## src/rtl/tile_delta_encoder_pkg.sv

```systemverilog
// Shared types and default configuration for the tile delta encoder.
package tile_delta_encoder_pkg;

  typedef enum logic [1:0] {FILL, FINAL, DRAIN} enc_state_t;

  localparam int unsigned DEF_NUM_PIX   = 32;
  localparam int unsigned DEF_NUM_CH    = 4;
  localparam int unsigned DEF_CH_W      = 8;
  localparam int unsigned DEF_BEAT_PIX  = 8;
  localparam int unsigned DEF_RES_W_MAX = 4;
  localparam int unsigned DEF_RW_W      = $clog2(DEF_CH_W + 1);

  typedef struct packed {
    logic [DEF_NUM_CH-1:0]                skip;
    logic [DEF_NUM_CH-1:0][DEF_CH_W-1:0]  min;
    logic [DEF_NUM_CH-1:0][DEF_RW_W-1:0]  resw;
  } enc_header_t;

endpackage

```

## src/rtl/tile_delta_encoder_range_tracker.sv

```systemverilog
// channel_range_tracker: running min/max of one channel across the beats of a tile.
module channel_range_tracker
  import tile_delta_encoder_pkg::*;
#(
  parameter int unsigned BEAT_PIX = DEF_BEAT_PIX,
  parameter int unsigned CH_W     = DEF_CH_W
) (
  input  logic                     clk,
  input  logic                     rst,
  input  logic                     clear,
  input  logic                     update,
  input  logic [BEAT_PIX*CH_W-1:0] vals,
  output logic [CH_W-1:0]          min_val,
  output logic [CH_W-1:0]          max_val
);

  logic [CH_W-1:0] next_min;
  logic [CH_W-1:0] next_max;

  // Fold the whole beat into the running extremes in one combinational pass.
  always_comb begin
    next_min = min_val;
    next_max = max_val;
    for (int unsigned p = 0; p < BEAT_PIX; p++) begin
      if (vals[p*CH_W +: CH_W] < next_min) next_min = vals[p*CH_W +: CH_W];
      if (vals[p*CH_W +: CH_W] > next_max) next_max = vals[p*CH_W +: CH_W];
    end
  end

  always_ff @(posedge clk) begin
    if (rst || clear) begin
      min_val <= '1;
      max_val <= '0;
    end else if (update) begin
      min_val <= next_min;
      max_val <= next_max;
    end
  end

endmodule

```

## src/rtl/tile_delta_encoder.sv

```systemverilog
// Buffers one tile, then emits header plus min-relative residuals (or raw beats).
// Optional tile statistics ports under QS_ENC_PERF_EN.
module tile_delta_encoder
  import tile_delta_encoder_pkg::*;
#(
  parameter int unsigned NUM_PIX   = DEF_NUM_PIX,
  parameter int unsigned NUM_CH    = DEF_NUM_CH,
  parameter int unsigned CH_W      = DEF_CH_W,
  parameter int unsigned BEAT_PIX  = DEF_BEAT_PIX,
  parameter int unsigned RES_W_MAX = DEF_RES_W_MAX,
  localparam int unsigned RW_W     = $clog2(CH_W + 1),
  localparam int unsigned BEAT_W   = BEAT_PIX * NUM_CH * CH_W
) (
  input  logic                   clk,
  input  logic                   rst,
  input  logic                   in_valid,
  output logic                   in_ready,
  input  logic [BEAT_W-1:0]      in_data,
  output logic                   out_valid,
  input  logic                   out_ready,
  output logic [BEAT_W-1:0]      out_data,
  output logic                   out_first,
  output logic                   out_last,
  output logic [NUM_CH-1:0]      out_skip,
  output logic [NUM_CH*CH_W-1:0] out_min,
  output logic [NUM_CH*RW_W-1:0] out_resw,
`ifdef QS_ENC_PERF_EN
  output logic [31:0]            tiles_comp,
  output logic [31:0]            tiles_raw,
`endif
  output logic                   out_compressable
);

  localparam int unsigned NB   = NUM_PIX / BEAT_PIX;
  localparam int unsigned BC_W = (NB > 1) ? $clog2(NB) : 1;
  localparam logic [BC_W-1:0] LAST_BEAT = BC_W'(NB - 1);

  enc_state_t state, state_next;
  logic [BC_W-1:0]   beat_cnt;
  logic [BEAT_W-1:0] buf_mem [NB];

  logic in_fire, out_fire, fill_done, drain_done;

  logic [NUM_CH-1:0][BEAT_PIX*CH_W-1:0] ch_vals;
  logic [NUM_CH-1:0][CH_W-1:0]          trk_min, trk_max;

  logic [NUM_CH-1:0]           skip_q, skip_d;
  logic [NUM_CH-1:0][CH_W-1:0] min_q;
  logic [NUM_CH-1:0][RW_W-1:0] resw_q, resw_d;
  logic                        comp_q, comp_d;

  function automatic logic [RW_W-1:0] bit_len(input logic [CH_W-1:0] v);
    bit_len = '0;
    for (int unsigned i = 0; i < CH_W; i++)
      if (v[i]) bit_len = RW_W'(i + 1);
  endfunction

  assign in_fire    = in_valid && in_ready;
  assign out_fire   = out_valid && out_ready;
  assign fill_done  = in_fire && (beat_cnt == LAST_BEAT);
  assign drain_done = out_fire && (beat_cnt == LAST_BEAT);

  always_ff @(posedge clk) begin
    if (rst) state <= FILL;
    else     state <= state_next;
  end

  always_comb begin
    state_next = state;
    unique case (state)
      FILL:    if (fill_done)  state_next = FINAL;
      FINAL:                   state_next = DRAIN;
      DRAIN:   if (drain_done) state_next = FILL;
      default:                 state_next = FILL;
    endcase
  end

  always_comb begin
    in_ready  = (state == FILL) && !rst;
    out_valid = (state == DRAIN);
    out_first = (state == DRAIN) && (beat_cnt == '0);
    out_last  = (state == DRAIN) && (beat_cnt == LAST_BEAT);
  end

  always_ff @(posedge clk) begin
    if (rst) begin
      beat_cnt <= '0;
    end else if (in_fire || out_fire) begin
      beat_cnt <= (beat_cnt == LAST_BEAT) ? '0 : beat_cnt + 1'b1;
    end
  end

  // Buffer contents need no reset: beat_cnt restarts at 0 and every slot is rewritten before drain.
  always_ff @(posedge clk) begin
    if (in_fire) buf_mem[beat_cnt] <= in_data;
  end

  always_comb begin
    ch_vals = '0;
    for (int unsigned c = 0; c < NUM_CH; c++)
      for (int unsigned p = 0; p < BEAT_PIX; p++)
        ch_vals[c][p*CH_W +: CH_W] = in_data[(p*NUM_CH + c)*CH_W +: CH_W];
  end

  for (genvar c = 0; c < NUM_CH; c++) begin : g_trk
    channel_range_tracker #(
      .BEAT_PIX (BEAT_PIX),
      .CH_W     (CH_W)
    ) u_trk (
      .clk     (clk),
      .rst     (rst),
      .clear   (drain_done),
      .update  (in_fire),
      .vals    (ch_vals[c]),
      .min_val (trk_min[c]),
      .max_val (trk_max[c])
    );
  end

  always_comb begin
    skip_d = '0;
    resw_d = '0;
    comp_d = 1'b1;
    for (int unsigned c = 0; c < NUM_CH; c++) begin
      skip_d[c] = (trk_max[c] == trk_min[c]);
      resw_d[c] = bit_len(trk_max[c] - trk_min[c]);
      if (resw_d[c] > RW_W'(RES_W_MAX)) comp_d = 1'b0;
    end
  end

  always_ff @(posedge clk) begin
    if (rst) begin
      skip_q <= '0;
      min_q  <= '0;
      resw_q <= '0;
      comp_q <= 1'b0;
    end else if (state == FINAL) begin
      skip_q <= skip_d;
      min_q  <= trk_min;
      resw_q <= resw_d;
      comp_q <= comp_d;
    end
  end

  assign out_skip         = skip_q;
  assign out_min          = min_q;
  assign out_resw         = resw_q;
  assign out_compressable = comp_q;

  always_comb begin
    out_data = buf_mem[beat_cnt];
    if (comp_q) begin
      for (int unsigned p = 0; p < BEAT_PIX; p++)
        for (int unsigned c = 0; c < NUM_CH; c++)
          out_data[(p*NUM_CH + c)*CH_W +: CH_W] =
            buf_mem[beat_cnt][(p*NUM_CH + c)*CH_W +: CH_W] - min_q[c];
    end
  end

`ifdef QS_ENC_PERF_EN
  always_ff @(posedge clk) begin
    if (rst) begin
      tiles_comp <= '0;
      tiles_raw  <= '0;
    end else if (state == FINAL) begin
      if (comp_d) begin
        if (tiles_comp != '1) tiles_comp <= tiles_comp + 32'd1;
      end else begin
        if (tiles_raw != '1) tiles_raw <= tiles_raw + 32'd1;
      end
    end
  end
`endif

endmodule

```

## config.mk

```make
export PLATFORM = sky130hd
export DESIGN_NAME = tile_delta_encoder
export DESIGN_NICKNAME = d
export VERILOG_FILES = /design/src/rtl/tile_delta_encoder_pkg.sv /design/src/rtl/tile_delta_encoder_range_tracker.sv /design/src/rtl/tile_delta_encoder.sv
export SDC_FILE = /design/constraint.sdc
export NUM_CORES = 2
export LEC_CHECK = 0
export ABC_CLOCK_PERIOD_IN_PS = 33400
export BUFFER_PORTS_ARGS = -buffer_cell sky130_fd_sc_hd__clkbuf_2
export CORE_ASPECT_RATIO = 1.1
export CORE_MARGIN = 10
export CORE_UTILIZATION = 35
export CTS_BUF_LIST = sky130_fd_sc_hd__clkbuf_4 sky130_fd_sc_hd__clkbuf_8
export CTS_CLUSTER_SIZE = 8
export DETAILED_ROUTE_END_ITERATION = 6
export PLACE_DENSITY_LB_ADDON = 0.12
export SYNTH_ARGS = -nofsm -noshare
export SYNTH_HDL_FRONTEND = slang
export SYNTH_SLANG_ARGS = --single-unit
export TNS_END_PERCENT = 100
```

## constraint.sdc

```tcl
create_clock -name clk -period 33.4 [get_ports clk]
set_clock_uncertainty 0.2 [all_clocks]
set_input_delay 3.34 -clock clk [delete_from_list [all_inputs] [get_ports clk]]
set_output_delay 3.34 -clock clk [all_outputs]
set_load 0.02 [all_outputs]
```

==> impl_metrics.json <==
{
  "cts.repair.resized": 0,
  "slowest_delay_ns": 0.71,
  "cp_slowest_cell": "o21bai_1",
  "overflow": 0,
  "core_area_um2": 204000,
  "num_vias": 50200,
  "finish.net_count": 7603,
  "ir_drop_mv": 0.103,
  "cp.arrival_ns": 20.22,
  "p_per_area_nw_per_um2": 78.9,
  "cp_max_fo": 15,
  "synthMuxAreaShare_pct": 15.2,
  "numCtsBuffers": 204,
  "htree_levels": 4,
  "cap_viol_max_count": 0,
  "cts-root-buf": "clkbuf_8",
  "cp-end-kind": "flip-flop",
  "synth_xor_xnor_area_share_pct": 3.26,
  "syn_inst": 5968,
  "syn_avg_cell_area_um2": 12.0,
  "grt_use_total_pct": 20.6,
  "setup_viol": 0,
  "io_pins": 573,
  "cts_tree": "built",
  "die_w_um": 452,
  "rsz0062_at_grt": "no",
  "max_freq_mhz": 51.0,
  "hold_path.class": "reg -> reg",
  "synth-simple-area-share_pct": 7.35,
  "stdcell_count": 9519,
  "dr.pass1.iters": 6,
  "antenna_left": 0,
  "grt_pass1_vias": 51200,
  "synth_top_family_by_area": "multiplexers",
  "grt_pass1_wl_mm": 346,
  "wl_per_cell_um": 24.9,
  "grt_antenna_before_repair": 35,
  "synthToLayoutAreaGrowth_pct": 14.1,
  "hold_buffers": 0,
  "syn-cell-area_um2": 71900,
  "die_area_um2": 224000,
  "io_buffers": 572,
  "synth.distinct_cells": 99,
  "clock_latency_ns": 0.96,
  "p_leak_nw": 32.8,
  "maxSlewViolCount": 0,
  "ys.flop_type": "edfxtp_1",
  "ys_async_sr_fraction_pct": 0,
  "start_util_pct": 35.2,
  "drive_gt1_share_pct": 22.7,
  "cts_buffer_depth": 3,
  "dp.cells": 9134,
  "dieHeight_um": 495,
  "gp_congestion": 0.860,
  "seq_area_frac_synth_pct": 46.2,
  "path_class": "in -> reg",
  "row_count": 174,
  "period_share_pct": 58.8,
  "path_clk_slew_ns": 0.07,
  "slew_headroom_pct": 16.1,
  "tightestPinTransition_ns": 1.25,
  "cp.required_ns": 34.00,
  "finalHoldViolCount": 0,
  "grt_max_degree": 122,
  "ys_ff_latch": 1147,
  "synth_edf_count": 1024,
  "synth_nets": 6959,
  "dp.final_hpwl_mm": 172,
  "start_kind": "primary input",
  "synthAdderAreaFrac_pct": 13.1,
  "drt_iter0_markers": 2939,
  "status": "finished, final reports clean",
  "cts.sinks": 1147,
  "period_needed_ns": 19.62,
  "yosysWarnings": 0,
  "post_cts_buffers": 0,
  "synth-compound-area-share_pct": 11.7,
  "wl_mm": 237,
  "routed_via_density": 5.28,
  "tns_ns": 0,
  "drc": 0
}
-- cell families (layout without fill, tap and decap cells) --
logic type      Yosys count  after routing
xor+xnor                267            267
flops                  1147           1147
simple gates           1086           1086
compound gates         1328           1328
buf+inv                 596           1412
fa+ha+maj               732            732
mux                     812            812
other cells               0              7
-- cells in the mapped netlist (8+ instances only) --
master    instances  share of area (%)
mux4_2          192                6.0
nand2b_1        113               0.98
o21a_1           46               0.48
a211oi_1         35               0.37
nand4_1          38               0.33
a21oi_1         385                2.7
nor4_1           16               0.14
buf_2             8              0.056
o31ai_1           8              0.084
inv_1           404                2.1
nor3_1           38               0.26
and4_1           17               0.21
nor2_1          264                1.4
a31oi_1          23               0.20
and3_1           19               0.17
buf_1            48               0.25
xor2_1          152                1.9
o211ai_1         20               0.21
o22ai_1          13               0.11
nor2b_1         117                1.0
fa_1             36                1.0
dfxtp_1         123                3.4
a211o_1          12               0.15
mux2i_1         290                4.0
a21o_1          276                2.9
nand3_1          55               0.38
clkbuf_1        132               0.69
a32oi_1           9               0.11
or2_2            13               0.11
a32o_1           11               0.15
o211a_1          16               0.22
ha_1            695                 12
edfxtp_1       1024                 43
a22oi_1          16               0.17
nand2_1         340                1.8
o21ai_0         327                2.3
o21ai_1          24               0.17
xnor2_1         114                1.4
and2_1           19               0.17
mux2_2          329                5.2
-- critical path: cells and delay by family --
kind	cells	cell delay, ns
AO/OA/AOI/OAI	32	7.87
AND/OR/NAND/NOR	20	3.82
buffers and inverters	5	0.50
multiplexers	6	2.06
adder cells (fa/ha/maj)	8	2.58
-- layout by cell type, fill, tap and decap left out, types with 116 or more instances in the layout --
cell and n:
dfxtp_1 119, clkbuf_8 215, edfxtp_1 1024, nor2_1 263, inv_1 404, xor2_1 152
ha_1 695, o21ai_0 327, a21oi_1 384, nor2b_1 116, mux2i_1 290, nand2_1 339
mux4_2 192, a21o_1 276, clkbuf_2 571, mux2_2 329
-- cell type report --
type	instances	area, um^2
Sequential cell	1147	33200
Antenna cell	7	17.5
Timing Repair Buffer	629	3320
Multi-Input combinational cell	4225	36500
Tap cell	2728	3410
Fill cell	19700	122000
Clock buffer	290	3520
Inverter	405	1520
Clock inverter	88	547
-- power breakdown --
part | switching, mW | internal, mW | total, mW
clock network | 0.606 | 0.710 | 1.32
registers | 0.0342 | 1.62 | 1.65
logic | 2.08 | 1.43 | 3.51
-- final timing paths --
check | start | endpoint | slack, ns | cells after the start
worst min-delay path | g_trk[2].u_trk.min_val[4] | out_min[20] | 0.23 | 2
worst min register to register | g_trk[2].u_trk.min_val[4] | out_min[20] | 0.23 | 2
worst max-delay path | in_data[7] | g_trk[0].u_trk.max_val[6] | 13.78 | 71
worst max register to register | g_trk[0].u_trk.max_val[6] | g_trk[0].u_trk.max_val[6] | 15.75 | 71
-- registers in the layout, summed over array words and instances (netlist names), named ones only --
name and count:
out_compressable 1, g_trk.u_trk.min_val 32, out_resw 16, beat_cnt 2, g_trk.u_trk.max_val 32, buf_mem 1024
state 2, out_skip 4, out_min 32
-- stage by stage --
step                      instance area, um^2  util, %  power, mW  setup slack (ns)  hold slack [ns]
final                                   82000     40.1       6.47             13.78            0.231
after global routing                    82000     40.1       7.04             12.34            0.253
after CTS                               82000     40.1       6.53             14.04            0.228
after detailed placement                77900     38.1       5.17             12.99            0.246
after global placement                  77900     38.1       5.11             13.30            0.244
after floorplan                         71900        -       4.32             15.61            0.232
-- layer usage --
metal / GRT usage (%) / vias up / wire length [um]
met4: 5.59 / 46 / 5860
met3: 3.73 / 311 / 11400
met1: 26.3 / 24900 / 103000
li1: - / 23900 / -
met2: 35.7 / 1082 / 117000
met5: 0 / - / 313
Note: power is estimated with default switching activity, not from simulation.
